$ cat src/rtl/scan_bus_arb.sv
// Round-robin arbiter sharing the mem_reg_mux scan access port between the
// scan-chain controller (req0) and the boot/debug loader (req1).
module scan_bus_arb #(
   parameter int ADDR_W  = 15,
   parameter int DATA_W  = 32,
   parameter int TIMEOUT = 255
) (
   input  logic              clk,
   input  logic              rst_n,
   input  logic              req0_wen,
   input  logic              req0_ren,
   input  logic [ADDR_W-1:0] req0_addr,
   input  logic [DATA_W-1:0] req0_wdata,
   output logic              req0_done,
   output logic [DATA_W-1:0] req0_rdata,
   output logic              req0_err,
   input  logic              req1_wen,
   input  logic              req1_ren,
   input  logic [ADDR_W-1:0] req1_addr,
   input  logic [DATA_W-1:0] req1_wdata,
   output logic              req1_done,
   output logic [DATA_W-1:0] req1_rdata,
   output logic              req1_err,
   output logic              scan_wen,
   output logic              scan_ren,
   output logic [ADDR_W-1:0] scan_addr,
   output logic [DATA_W-1:0] scan_wdata,
   input  logic [DATA_W-1:0] scan_rdata,
   input  logic              scan_ready,
   output logic              busy,
   output logic              grant
);

   typedef enum logic [1:0] {
      IDLE  = 2'd0,
      ISSUE = 2'd1,
      WAIT  = 2'd2
   } state_t;

   localparam logic [15:0] TMO_LAST = (TIMEOUT == 0) ? 16'd0 : 16'(TIMEOUT - 1);
   localparam bit          TMO_EN   = (TIMEOUT != 0);

   state_t              state_r;
   logic                rr_r;
   logic [15:0]         timer_r;
   logic                grant_r;
   logic                busy_r;
   logic                scan_wen_r;
   logic                scan_ren_r;
   logic [ADDR_W-1:0]   scan_addr_r;
   logic [DATA_W-1:0]   scan_wdata_r;
   logic                req0_done_r;
   logic                req1_done_r;
   logic                req0_err_r;
   logic                req1_err_r;
   logic [DATA_W-1:0]   req0_rdata_r;
   logic [DATA_W-1:0]   req1_rdata_r;

   logic                pend0_s;
   logic                pend1_s;
   logic                sel_s;
   logic                sel_wen_s;
   logic                sel_ren_s;
   logic [ADDR_W-1:0]   sel_addr_s;
   logic [DATA_W-1:0]   sel_wdata_s;
   logic                fin_ok_s;
   logic                fin_err_s;

   // Pending detection, round-robin selection and completion conditions
   always_comb begin
      // A requester whose done is high is still dropping its request
      pend0_s = (req0_wen | req0_ren) & ~req0_done_r;
      pend1_s = (req1_wen | req1_ren) & ~req1_done_r;

      if (pend0_s && pend1_s) begin
         sel_s = rr_r;
      end else if (pend1_s) begin
         sel_s = 1'b1;
      end else begin
         sel_s = 1'b0;
      end

      if (sel_s) begin
         sel_wen_s   = req1_wen;
         sel_ren_s   = req1_ren;
         sel_addr_s  = req1_addr;
         sel_wdata_s = req1_wdata;
      end else begin
         sel_wen_s   = req0_wen;
         sel_ren_s   = req0_ren;
         sel_addr_s  = req0_addr;
         sel_wdata_s = req0_wdata;
      end

      if (state_r == ISSUE || state_r == WAIT) begin
         fin_ok_s = scan_ready;
      end else begin
         fin_ok_s = 1'b0;
      end

      if (TMO_EN && state_r == WAIT && !scan_ready && timer_r == TMO_LAST) begin
         fin_err_s = 1'b1;
      end else begin
         fin_err_s = 1'b0;
      end
   end

   // Arbitration state machine with all outputs registered
   always_ff @(posedge clk or negedge rst_n) begin
      if (!rst_n) begin
         state_r      <= IDLE;
         rr_r         <= 1'b0;
         timer_r      <= 16'd0;
         grant_r      <= 1'b0;
         busy_r       <= 1'b0;
         scan_wen_r   <= 1'b0;
         scan_ren_r   <= 1'b0;
         scan_addr_r  <= {ADDR_W{1'b0}};
         scan_wdata_r <= {DATA_W{1'b0}};
         req0_done_r  <= 1'b0;
         req1_done_r  <= 1'b0;
         req0_err_r   <= 1'b0;
         req1_err_r   <= 1'b0;
         req0_rdata_r <= {DATA_W{1'b0}};
         req1_rdata_r <= {DATA_W{1'b0}};
      end else begin
         req0_done_r <= 1'b0;
         req1_done_r <= 1'b0;
         req0_err_r  <= 1'b0;
         req1_err_r  <= 1'b0;

         case (state_r)
            IDLE: begin
               if (pend0_s || pend1_s) begin
                  grant_r      <= sel_s;
                  scan_wen_r   <= sel_wen_s;
                  scan_ren_r   <= ~sel_wen_s & sel_ren_s;
                  scan_addr_r  <= sel_addr_s;
                  scan_wdata_r <= sel_wdata_s;
                  busy_r       <= 1'b1;
                  state_r      <= ISSUE;
               end
            end
            ISSUE: begin
               scan_wen_r   <= 1'b0;
               scan_ren_r   <= 1'b0;
               scan_addr_r  <= {ADDR_W{1'b0}};
               scan_wdata_r <= {DATA_W{1'b0}};
               if (!fin_ok_s) begin
                  timer_r <= 16'd0;
                  state_r <= WAIT;
               end
            end
            WAIT: begin
               if (!fin_ok_s && !fin_err_s) begin
                  timer_r <= timer_r + 16'd1;
               end
            end
            default: begin
               state_r    <= IDLE;
               busy_r     <= 1'b0;
               scan_wen_r <= 1'b0;
               scan_ren_r <= 1'b0;
            end
         endcase

         // Completion, normal or timed out, returns the bus to IDLE
         if (fin_ok_s || fin_err_s) begin
            state_r <= IDLE;
            busy_r  <= 1'b0;
            rr_r    <= ~grant_r;
            if (grant_r) begin
               req1_done_r  <= 1'b1;
               req1_err_r   <= fin_err_s;
               req1_rdata_r <= fin_ok_s ? scan_rdata : {DATA_W{1'b0}};
            end else begin
               req0_done_r  <= 1'b1;
               req0_err_r   <= fin_err_s;
               req0_rdata_r <= fin_ok_s ? scan_rdata : {DATA_W{1'b0}};
            end
         end
      end
   end

   assign req0_done  = req0_done_r;
   assign req0_err   = req0_err_r;
   assign req0_rdata = req0_rdata_r;
   assign req1_done  = req1_done_r;
   assign req1_err   = req1_err_r;
   assign req1_rdata = req1_rdata_r;
   assign scan_wen   = scan_wen_r;
   assign scan_ren   = scan_ren_r;
   assign scan_addr  = scan_addr_r;
   assign scan_wdata = scan_wdata_r;
   assign busy       = busy_r;
   assign grant      = grant_r;

endmodule

$ cat config.mk
export PLATFORM = sky130hd
export DESIGN_NAME = scan_bus_arb
export DESIGN_NICKNAME = d
export VERILOG_FILES = /design/src/rtl/scan_bus_arb.sv
export SDC_FILE = /design/constraint.sdc
export NUM_CORES = 1
export LEC_CHECK = 0
export ABC_AREA = 1
export BUFFER_PORTS_ARGS = -buffer_cell sky130_fd_sc_hd__buf_4
export CELL_PAD_IN_SITES_DETAIL_PLACEMENT = 0
export CELL_PAD_IN_SITES_GLOBAL_PLACEMENT = 2
export CORE_MARGIN = 2
export CORE_UTILIZATION = 29
export DETAILED_ROUTE_END_ITERATION = 7
export PLACE_DENSITY_LB_ADDON = 0.1
export SLEW_MARGIN = 25
export SYNTH_ARGS = -nofsm -noshare
export SYNTH_HDL_FRONTEND = slang
export SYNTH_SLANG_ARGS = --single-unit
export TNS_END_PERCENT = 10
$ cat constraint.sdc
create_clock -name clk -period 4 [get_ports clk]
set_input_delay 0 -clock clk [delete_from_list [all_inputs] [get_ports clk]]
set_output_delay 0 -clock clk [all_outputs]
set_load 0.02 [all_outputs]
After elaboration in Yosys (flattened, before gate mapping)
Index checks and enable logic that the tools add are counted.

cells by class
  $add $sub $neg = 1
  multiplexer cells = 35
  equal/unequal tests = 10
  bitwise operators = 10
  reductions and logical operators = 22

operators with widths
  kind                   count
  $mux 32                3
  $pmux 32 s2            1
  $mux 16                2
  $pmux 16 s2            1
  $mux 15                2
  $pmux 15 s2            1
  $mux 1                 18
  $add 16x1->16 const B  1
  $eq 16x8->1 const B    1
  $reduce_and 2->1       6
  $mux 2                 3
  $ne 2x1->1 const B     3
  $pmux 1 s2             3
  $pmux 2 s3             1
  $reduce_and 3->1       2
  $not 1->1              5
  $logic_and 1x1->1      4
  $ne 2x2->1 const B     2
  $reduce_bool 2->1      2
  $and 1x1->1            3
  $logic_not 1->1        3
  $logic_or 1x1->1       3
  $ne 3x2->1 const B     1
  $ne 3x3->1 const B     1
  other kinds (5)        6

storage, ports and cells
  input bits = 133
  output and inout bits = 119
  register bits after elaboration = 138
  word-level logic and storage cells = 93

Depth between registers and ports, before layout
Gate-level depths: netlist of run 1.

  depth after elaboration = 9
  depth in mapped cells = 10
  gate-level depth less buffers = 9

Worst setup path before layout of run 1
No wires, ideal clock.

  path kind = reg-to-reg
  from = reg state_r[0]
  to = reg req0_rdata_r[0], in the netlist req0_rdata[0]
  required time = 3,883 ps
  slack = 2,398 ps
  setup time = 117 ps
  buffers on the path = 1
  period minus slack after synthesis = 1,602 ps
  arrival time = 1,485 ps
  cell stages (with the launch flop) = 11
  cell sequence = dfrtp_1 inv_1 ha_1 inv_2 nor3_2 nand3_4 nand2_4 nand2_4 buf_6 nand2_1 nand2_1

between the ends
  cells in the longest elaborated chain, start to end = 6
  elaborated cells on any way between the ends = 10
  classes of those cells = eq/ne (2); mux (3); reduce/logical (5)

ends and longest elaborated chain
  what                               line     source
  start, declared                    43       state_t state_r;
  start signal, assigned             111      state_r <= IDLE;
  start signal, assigned             141      state_r <= ISSUE;
  start signal, assigned             151      state_r <= WAIT;
  $eq 2x2->1                         95, 101
  $logic_and 1x1->1 (2 in series)    101      if (TMO_EN && state_r == WAIT && !scan_ready && timer_r == TMO_LAST) begin
  $mux 1                             101
  $logic_or 1x1->1                   168      if (fin_ok_s || fin_err_s) begin
  $reduce_and 2->1 (no source line)  -
  end signal, assigned               124      req0_rdata_r <= {DATA_W{1'b0}};
  end signal, assigned               179      req0_rdata_r <= fin_ok_s ? scan_rdata : {DATA_W{1'b0}};
  end, declared                      56       logic [DATA_W-1:0] req0_rdata_r;

Several ways; a longest one is shown, not always the timed one.
A chain may end at the register's enable or synchronous reset.

Worst setup path in the final report of run 1
  from = reg req0_done_r, in the netlist req0_done
  to = reg scan_wdata_r[10], in the netlist scan_wdata[10]

between the ends
  cells in the longest elaborated chain, start to end = 7
  elaborated cells on any way between the ends = 10
  classes of those cells = eq/ne (1); mux (4); bitwise (2); reduce/logical (3)

ends and longest elaborated chain
  what                    line  source
  start, declared         52    logic req0_done_r;
  start signal, assigned  120   req0_done_r <= 1'b0;
  start signal, assigned  127   req0_done_r <= 1'b0;
  start signal, assigned  177   req0_done_r <= 1'b1;
  $not 1->1 *             72    pend0_s = (req0_wen | req0_ren) & ~req0_done_r;
  $and 1x1->1 *           72
  $logic_and 1x1->1       75    if (pend0_s && pend1_s) begin
  $mux 1                  75
  $mux 32                 83    if (sel_s) begin
  $mux 32                 134   if (pend0_s || pend1_s) begin
  $pmux 32 s2             132   case (state_r)
  end signal, assigned    119   scan_wdata_r <= {DATA_W{1'b0}};
  end signal, assigned    139   scan_wdata_r <= sel_wdata_s;
  end signal, assigned    148   scan_wdata_r <= {DATA_W{1'b0}};
  end, declared           51    logic [DATA_W-1:0] scan_wdata_r;

Every way passes the cells marked *; elsewhere a longest branch is shown, timed or not. The select of a mux whose other input is x is not followed.

==> metrics, run 1 <==
TritonCTS clock tree=yes; post-synthesis average cell area=7.756 um^2; cts bufs inserted=17; Reg clk slew, reported paths=60 ps; final setup TNS=0 ps; Post-DP HPWL=15.17 mm; syn nets=1007; R2R cell count=8; mapped cell area=0.006740 mm^2; site row count=55; pre-CTS setup slack=1573 ps; Synth Instances=869; maximum number of buffers from clock root to sink=2; Register-to-Register Setup Slack=1240 ps; Post-DP Area=0.008825 mm^2; leakage power=5.550 nW; number of antenna diodes=0; combinational cell fraction of total power=52.8%; beginning of the critical path=req0_done$_DFF_PN0_; CP Data Arrival Time=3060 ps; drt first-iter violations=242; combined flip-flop and latch cell area=0.003453 mm^2; clock latency of the later-clocked register in the worst-skew pair=420 ps; final cell area excluding filler cells=0.01068 mm^2; sink count of the clock tree=138; Tightest Pin Transition=814.6 ps; number of endpoints failing setup at the final stage=0; Highest Clock Rate=362.0 MHz; Placed Instances=1370; Initial Utilization=29.68%; met2 demand-to-capacity share in global routing=30.27%; vertical extent of the die=156.5 um; final estimated routing congestion in global placement=0.7553; Top Ports=252; first-pass GRT wire length=35.89 mm; pin count of the biggest net entering global routing=54; core area=0.02271 mm^2; GR Overflow Total=0; Tot GR Track Use=18.71%; final-stage net count=1372; Die W=156.5 um; Crit Path Max Fanout=50; count of input and output buffers=251; flops & latches, synth=138; Critical Path, Cell by Cell=nor2_1 -> nand2_1 -> nand2_2 -> inv_1 -> buf_4 -> nor2_1 -> o21ai_0 -> dlygate4sd3_1; area of the die=0.02448 mm^2; final hold vios=0; number of global-route vias before repair=6733; final routed DRC violation total=0; antenna violations before repair=0; Seq/Total Area, Yosys=51.23%; per-cell via count in the routed design=4.446; fin crit period=2763 ps; power density cells=751.2 mW/mm^2; crit end category=register; peak supply drop=314.5 uV; switching power summed over all nets=3.437 mW; Worst Setup Start Kind=register; Switching Fraction=42.84%; clock share of power=18.6%; setup repair after global routing missed its margin=false; number of fill cells in the layout=2380; Hold Crit Class=in2async; routing layer with the top usage in global route=met2; number of vias in the routed layout=6811; area occupied by multi-input gates=0.002830 mm^2; tightest hold margin=106.1 ps; post-CTS resize count=0; final antenna-violating net count=0; WP data required=4300 ps; post-synthesis cell type count=31; Tot Pwr=8.023 mW; final worst path period share=69.07%; core utilization of the finished layout=47.02%; number of search-and-repair iterations in the first detailed-routing pass=4; Layout Skew=13.46 ps; Syn-to-layout area delta=58.44%; endpoint of the worst register-to-register path=scan_wdata[10]$_DFFE_PN0P_; run status=complete, no violations; standard cell with the maximum stage delay on the critical path=nand2_2; cell at the root of the clock tree=clkbuf_16; wire per inst=15.04 um; CP dominant cell by count=nor2_1; fraction of final layout cells sized beyond drive strength 1=28.15%; P_int=4.586 mW; max incr delay on CP=610 ps; Max-Slew Margin vs Limit=45.50%; CTS H-tree depth=4; met3 Usage GRT=5.372%; Sequential Power Share=28.5%; Warnings, synthesis=0; global routing met1 resource utilization=23.82%; Finished Layout Cells=1532; Max Transition Viols Final=0; number of maximum-capacitance constraint violations=0; crit path setup slack, layout=1237 ps; Total Routed Length=23.04 mm; reg-to-reg critical path startpoint=req0_done$_DFF_PN0_; start-to-end type of the worst setup path=reg2reg
logic make-up after synthesis:
logic type	Yosys count	synth area share [%]
AOI/OAI and AO/OA	80	6.293
xor gates and xnor gates	3	0.3899
adders and majority gates	5	0.9282
buffers and inverters	105	6.998
DFF	138	51.23
and+or+nand+nor	538	34.16
cells in the mapped netlist:
library cell | count | area (um^2)
nand2_4 | 3 | 33.78
buf_4 | 6 | 45.04
o211ai_1 | 1 | 7.510
inv_2 | 1 | 3.750
clkbuf_2 | 1 | 5.000
o21ai_2 | 1 | 8.760
clkbuf_1 | 24 | 90.09
clkinv_1 | 1 | 3.750
nand3_4 | 1 | 17.52
or2_1 | 2 | 12.51
buf_2 | 7 | 35.03
o21ai_1 | 30 | 150.1
inv_1 | 59 | 221.5
o21bai_1 | 5 | 37.54
nor3_2 | 1 | 10.01
nand3_1 | 71 | 355.3
nand4_1 | 6 | 37.54
ha_1 | 5 | 62.56
nand2_2 | 2 | 12.51
nor2_1 | 106 | 397.9
o21ai_0 | 40 | 200.2
a21o_1 | 1 | 7.510
a21oi_1 | 1 | 5.000
nor2_2 | 2 | 12.51
or2_2 | 46 | 287.8
o21a_1 | 1 | 7.510
nand2_1 | 297 | 1115
xor2_1 | 3 | 26.28
buf_6 | 6 | 67.56
nand3_2 | 1 | 10.01
dfrtp_1 | 138 | 3453
what timing repair did:
action / CTS / global route
hold buffers: 130 / 0
hold endpoints to repair: 166 / 0
buffers inserted: 0 / 0
endpoints found under the setup margin: 0 / 0
cell type report:
cell class | count | area share (%)
sequential | 138 | 32.34
timing repair buffer | 390 | 30.50
multi-input combinational | 626 | 26.50
clock buffer | 17 | 3.984
tap | 285 | 3.339
inverter | 61 | 2.144
clock inverter | 15 | 1.195
how the worst max path moves through the flow:
stage / end / depth (start not counted)
detailed placement: timer_r[6]$_DFFE_PN0P_ / 9
finish: scan_wdata[10]$_DFFE_PN0P_ / 8
CTS: scan_wdata[15]$_DFFE_PN0P_ / 8
global placement: timer_r[5]$_DFFE_PN0P_ / 9
global route: scan_wdata[10]$_DFFE_PN0P_ / 7
floorplan: req0_rdata[0]$_DFFE_PN0P_ / 10
critical path, delay by kind of cell, from the launching register on:
family | cells | cell delay, ps
flops | 1 | 390
compound gates | 1 | 100
buf+inv | 3 | 1030
simple gates | 4 | 1110
state kept, by name, summed over array words and instances (netlist names):
name	count
busy	1
grant	1
req0_done	1
req0_err	1
req0_rdata	32
req1_done	1
req1_err	1
req1_rdata	32
rr_r	1
scan_addr	15
scan_ren	1
scan_wdata	32
scan_wen	1
state_r	2
timer_r	16
placed cells by master, fill, tap and decap left out, types with 3 or more instances in the layout:
cell and count:
nand3_1 71, nand2_1 297, nand4_1 6, ha_1 5, o21ai_0 40, dlygate4sd3_1 130, o21ai_1 30, clkbuf_16 17
clkinv_4 3, buf_4 259, inv_6 8, nor2_1 105, xor2_1 3, or2_2 46, inv_1 59, dfrtp_1 138
o21bai_1 5, nand2_4 3
power groups by stage:
stage | sequential, mW | clock (mW) | combinational, mW
2_1_floorplan | 2.87 | 0 | 1.65
3_3_place_gp | 2.31 | 0 | 3.70
3_5_place_dp | 2.30 | 0 | 3.72
4_1_cts | 2.29 | 1.54 | 4.28
5_1_grt | 2.36 | 1.60 | 4.66
6_report | 2.29 | 1.50 | 4.24
layer usage:
metal	part of all wire (%)	routed length (um)
met5	0	0
met4	2.6	603
met3	6.1	1410
met2	47	10850
met1	44	10180
Note: power is estimated with default switching activity, not from simulation.
==> inputs of run 2 (changes only) <==
- CORE_UTILIZATION: 29 -> 24
- clock period: 4 -> 2.44 ns (I/O delays scaled with it)
==> metrics, run 2 (same netlist as run 1, synthesis figures left out) <==
Min-Delay Endpoint=state_r[1]$_DFFE_PN0P_; cell at the root of the clock tree=clkbuf_16; drt first-iter violations=290; sink count of the clock tree=138; reg-to-reg critical path startpoint=req0_done$_DFF_PN0_; fraction of final layout cells sized beyond drive strength 1=28.76%; CTS H-tree depth=4; Syn-to-layout area delta=63.00%; first-pass GRT wire length=38.58 mm; Worst Hold Depth=5; leading cell types in the layout, fill and taps excluded=nand2_1, buf_4, dfrtp_1; cts bufs inserted=17; Hold Crit Class=in2reg; Max Transition Viols Final=0; final-stage net count=1380; number of endpoints failing setup at the final stage=0; site row count=61; clock latency of the later-clocked register in the worst-skew pair=430 ps; CP Data Arrival Time=2550 ps; number of maximum-capacitance constraint violations=0; area of the die=0.02944 mm^2; count of input and output buffers=251; Tot Pwr=13.73 mW; Tot GR Track Use=17.04%; Post-DP HPWL=16.56 mm; pin count of the biggest net entering global routing=58; endpoint of the worst register-to-register path=scan_wen$_DFFE_PN0P_; crit path setup slack, layout=203.1 ps; Max-Slew Margin vs Limit=56.64%; per-cell via count in the routed design=4.254; Reg clk slew, reported paths=60 ps; leakage power=5.639 nW; R2R cell count=11; combined flip-flop and latch cell area=0.003453 mm^2; final worst path period share=91.68%; fin crit period=2237 ps; GR Overflow Total=0; final hold vios=0; peak supply drop=473.3 uV; final estimated routing congestion in global placement=0.7319; Layout Skew=15.54 ps; most common cell after layout, fill and taps aside=nand2_1; pre-CTS setup slack=519.7 ps; Total Routed Length=25.51 mm; power density cells=1250 mW/mm^2; Tightest Pin Transition=650.3 ps; number of vias in the routed layout=6951; number of buffers added for setup after CTS=0; final routed DRC violation total=0; area occupied by multi-input gates=0.002864 mm^2; startpoint of the lowest-slack hold path=req0_wen; crit end category=register; antenna violations before repair=0; Crit Path Max Fanout=48; final cell area excluding filler cells=0.01099 mm^2; number of fill cells in the layout=2957; Post-DP Area=0.009036 mm^2; vertical extent of the die=171.6 um; Highest Clock Rate=447.1 MHz; Top Ports=252; Die W=171.6 um; Register-to-Register Setup Slack=200 ps; Initial Utilization=24.33%; final antenna-violating net count=0; TritonCTS clock tree=yes; run status=complete, no violations; number of global-route vias before repair=6834; wire per inst=15.61 um; Worst Setup Start Kind=register; core area=0.02771 mm^2; maximum number of buffers from clock root to sink=2; start-to-end type of the worst setup path=reg2reg; WP data required=2750 ps; number of search-and-repair iterations in the first detailed-routing pass=4
-- run 2: changes by cell type in the layout (fill, tap and decap cells not counted), sizes merged, moves of 2 or more --
cell | previous run | this run
inv | 69 | 71
buf | 260 | 266
clkinvlp | 2 | 0
clkbuf | 17 | 19
-- run 2: area by class of cell --
class | instances | share of cell area [%]
Sequential cell | 138 | 31.43
Timing Repair Buffer | 397 | 30.77
Multi-Input combinational cell | 627 | 26.07
Tap cell | 378 | 4.305
Clock buffer | 18 | 3.997
Inverter | 61 | 2.084
Clock inverter | 14 | 1.321
Antenna cell | 1 | 0.02278
-- run 2: what timing repair did --
action,4_1_cts,5_1_grt
endpoints found under the setup margin,0,49
resized for setup,0,6
hold buffers,130,0
hold endpoints to repair,169,0
-- run 2: power by group --
part / leakage, nW / total [mW] / switching, mW / internal, mW
clock network: 0.291 / 2.61 / 1.21 / 1.40
logic: 3.58 / 7.40 / 4.21 / 3.19
registers: 1.77 / 3.73 / 0.527 / 3.20
total: 5.64 / 13.7 / 5.95 / 7.79
-- run 2: worst max path at each step --
stage,startpoint,end,slack (ps),cells past startpoint
floorplan,state_r[0]$_DFFE_PN0P_,req0_rdata[0]$_DFFE_PN0P_,840,10
global placement,req0_done$_DFF_PN0_,scan_ren$_DFFE_PN0P_,520,6
detailed placement,req0_done$_DFF_PN0_,scan_ren$_DFFE_PN0P_,520,6
CTS,req0_done$_DFF_PN0_,scan_wdata[12]$_DFFE_PN0P_,30,6
global route,req0_done$_DFF_PN0_,scan_ren$_DFFE_PN0P_,-7,10
finish,req0_done$_DFF_PN0_,scan_wen$_DFFE_PN0P_,200,11
-- run 2: through the flow --
step	hold slack [ps]	setup TNS (ps)	cells	utilization [%]
3_3_place_gp	29.31	0	1469	32.62
5_1_grt	128.8	-7.017	1633	39.65
6_report	105.9	0	1634	39.66
4_1_cts	82.45	0	1631	39.42
3_5_place_dp	25.82	0	1469	32.62
2_1_floorplan	-295.6	0	869	-
-- run 2: critical path: stages, from the launching register on --
cell and delay (ps):
dfrtp_1 420, nor2_4 200, nand2_1 90, nand2_2 90
buf_6 200, inv_1 100, buf_12 210, nand2_1 80
nand2_1 50, dlygate4sd3_1 570, nand3_1 80, nand2_1 50
-- run 2: routing by layer --
metal	GRT usage [%]	wire length [um]
met2	27.66	12260
met3	5.292	1703
met5	0	0
met1	21.43	10920
met4	5.785	624
==> inputs of run 3 (changes only) <==
==> constraint.sdc (replaced) <==
create_clock -name clk -period 2.44 [get_ports clk]
set_input_delay 0.366 -clock clk [delete_from_list [all_inputs] [get_ports clk]]
set_output_delay 0.366 -clock clk [all_outputs]
set_load 0.02 [all_outputs]
==> metrics, run 3 (same netlist as run 1, synthesis figures left out) <==
run status=complete, no violations; Worst Setup Start Kind=register; CP Data Arrival Time=2170 ps; fin crit period=1852 ps; Finished Layout Cells=1504; pin count of the biggest net entering global routing=55; TritonCTS clock tree=yes; per-cell via count in the routed design=4.209; maximum number of buffers from clock root to sink=2; Reg clk slew, reported paths=70 ps; Layout Skew=13.74 ps; number of endpoints failing setup at the final stage=0; count of input and output buffers=251; area of the die=0.02944 mm^2; number of fill cells in the layout=3041; Syn-to-layout area delta=43.57%; Sequential Power Share=29.2%; core area=0.02771 mm^2; sink count of the clock tree=138; final estimated routing congestion in global placement=0.7275; number of search-and-repair iterations in the first detailed-routing pass=4; P_int=7.143 mW; tightest hold margin=194.4 ps; Post-DP HPWL=16.39 mm; CTS H-tree depth=4; crit end category=register; final setup TNS=0 ps; WP data required=2750 ps; setup repair after global routing missed its margin=false; standard cell with the maximum stage delay on the critical path=dfrtp_1; area occupied by multi-input gates=0.002830 mm^2; Max Transition Viols Final=0; power density cells=1314 mW/mm^2; post-CTS resize count=0; fraction of final layout cells sized beyond drive strength 1=31.70%; Switching Fraction=43.80%; final-stage net count=1249; site row count=61; number of maximum-capacitance constraint violations=0; Die W=171.6 um; Total Routed Length=23.68 mm; Top Ports=252; hold buffer count at cts=1; start-to-end type of the worst setup path=reg2reg; combined flip-flop and latch cell area=0.003453 mm^2; antenna violations before repair=1; Tot GR Track Use=15.98%; Placed Instances=1469; Highest Clock Rate=539.9 MHz; number of vias in the routed layout=6330; first-pass GRT wire length=35.90 mm; switching power summed over all nets=5.567 mW; Max-Slew Margin vs Limit=59.84%; number of buffers added for setup after CTS=0; leakage power=5.034 nW; drt first-iter violations=263; CP bufs+invs=2; pre-CTS setup slack=523.0 ps; Tightest Pin Transition=602.4 ps; final hold vios=0; leading cell types in the layout, fill and taps excluded=nand2_1, buf_4, dfrtp_1; Register-to-Register Setup Slack=590 ps; final routed DRC violation total=0; most common cell after layout, fill and taps aside=nand2_1; number of global-route vias before repair=6224; combinational cell fraction of total power=49.0%; peak supply drop=526.3 uV; Critical Path, Cell by Cell=inv_1 -> ha_1 -> inv_2 -> nor3_2 -> nand3_4 -> nand2_4 -> nand2_4 -> nand2_1 -> nand2_1; cell at the root of the clock tree=clkbuf_16; Crit Path Max Fanout=34; GR Overflow Total=0; wire per inst=15.74 um; final worst path period share=75.91%; Initial Utilization=24.33%; Hold Crit Class=in2reg; clock share of power=21.9%; final antenna-violating net count=0; vertical extent of the die=171.6 um; cts bufs inserted=17; crit path setup slack, layout=587.8 ps; kind of cell adding the most delay to the critical path=simple AND/OR/NAND/NOR gates; clock latency of the later-clocked register in the worst-skew pair=430 ps; max incr delay on CP=380 ps
==> run 3: cell count changes in the layout (fill, tap and decap cells not counted), sizes merged, moves of 2 or more <==
cell,previous run,this run
dlygate4sd3,130,1
inv,71,68
clkbuf,19,17
bufinv,0,3
diode,1,3
==> run 3: final cells by class <==
| class | count | area share (%) |
|---|---|---|
| well taps | 378 | 4.888 |
| clock buffers | 17 | 4.396 |
| inverters | 61 | 2.366 |
| multi-input cells | 626 | 29.25 |
| clock inverters | 14 | 1.914 |
| diodes | 3 | 0.07758 |
| flip-flops and latches | 138 | 35.69 |
| repair buffers | 267 | 21.42 |
==> run 3: metrics by stage <==
stage	utilization (%)	power (mW)	area, um^2
2_1_floorplan	-	7.420	6740
3_3_place_gp	32.66	10.13	9049
3_5_place_dp	32.66	10.13	9049
4_1_cts	34.90	12.98	9669
5_1_grt	34.91	13.70	9672
6_report	34.93	12.71	9677
==> run 3: routing by layer <==
| metal | global-route usage [%] | vias up | part of all wire, % |
|---|---|---|---|
| met3 | 5.614 | 11 | 7.4 |
| li1 | - | 3189 | - |
| met4 | 4.864 | 0 | 1.1 |
| met2 | 25.76 | 148 | 49 |
| met1 | 20.06 | 2982 | 43 |
| met5 | 0 | - | 0 |
==> run 3: power groups by stage <==
stage / logic, mW / registers (mW) / clock network [mW]
2_1_floorplan: 2.71 / 4.71 / 0
3_3_place_gp: 6.39 / 3.74 / 0
3_5_place_dp: 6.40 / 3.73 / 0
4_1_cts: 6.40 / 3.71 / 2.87
5_1_grt: 6.91 / 3.82 / 2.97
6_report: 6.22 / 3.71 / 2.78
==> run 3: path summary, 6_finish.rpt <==
path / startpoint / endpoint / cells past startpoint
setup / recovery: state_r[0]$_DFFE_PN0P_ / req0_rdata[15]$_DFFE_PN0P_ / 9
hold / removal: req0_addr[11] / scan_addr[11]$_DFFE_PN0P_ / 3
setup reg to reg: state_r[0]$_DFFE_PN0P_ / req0_rdata[15]$_DFFE_PN0P_ / 9
hold reg to reg: req0_rdata[24]$_DFFE_PN0P_ / req0_rdata[24]$_DFFE_PN0P_ / 2
max in group asynchronous: rst_n / req1_rdata[29]$_DFFE_PN0P_ / 3
min in group asynchronous: rst_n / timer_r[13]$_DFFE_PN0P_ / 2
==> run 3: worst register-to-register path, stage by stage, from the launching register on <==
cell,delay (ps)
dfrtp_1,380
inv_1,100
ha_1,190
inv_2,100
nor3_2,220
nand3_4,170
nand2_4,130
nand2_4,250
nand2_1,160
nand2_1,60
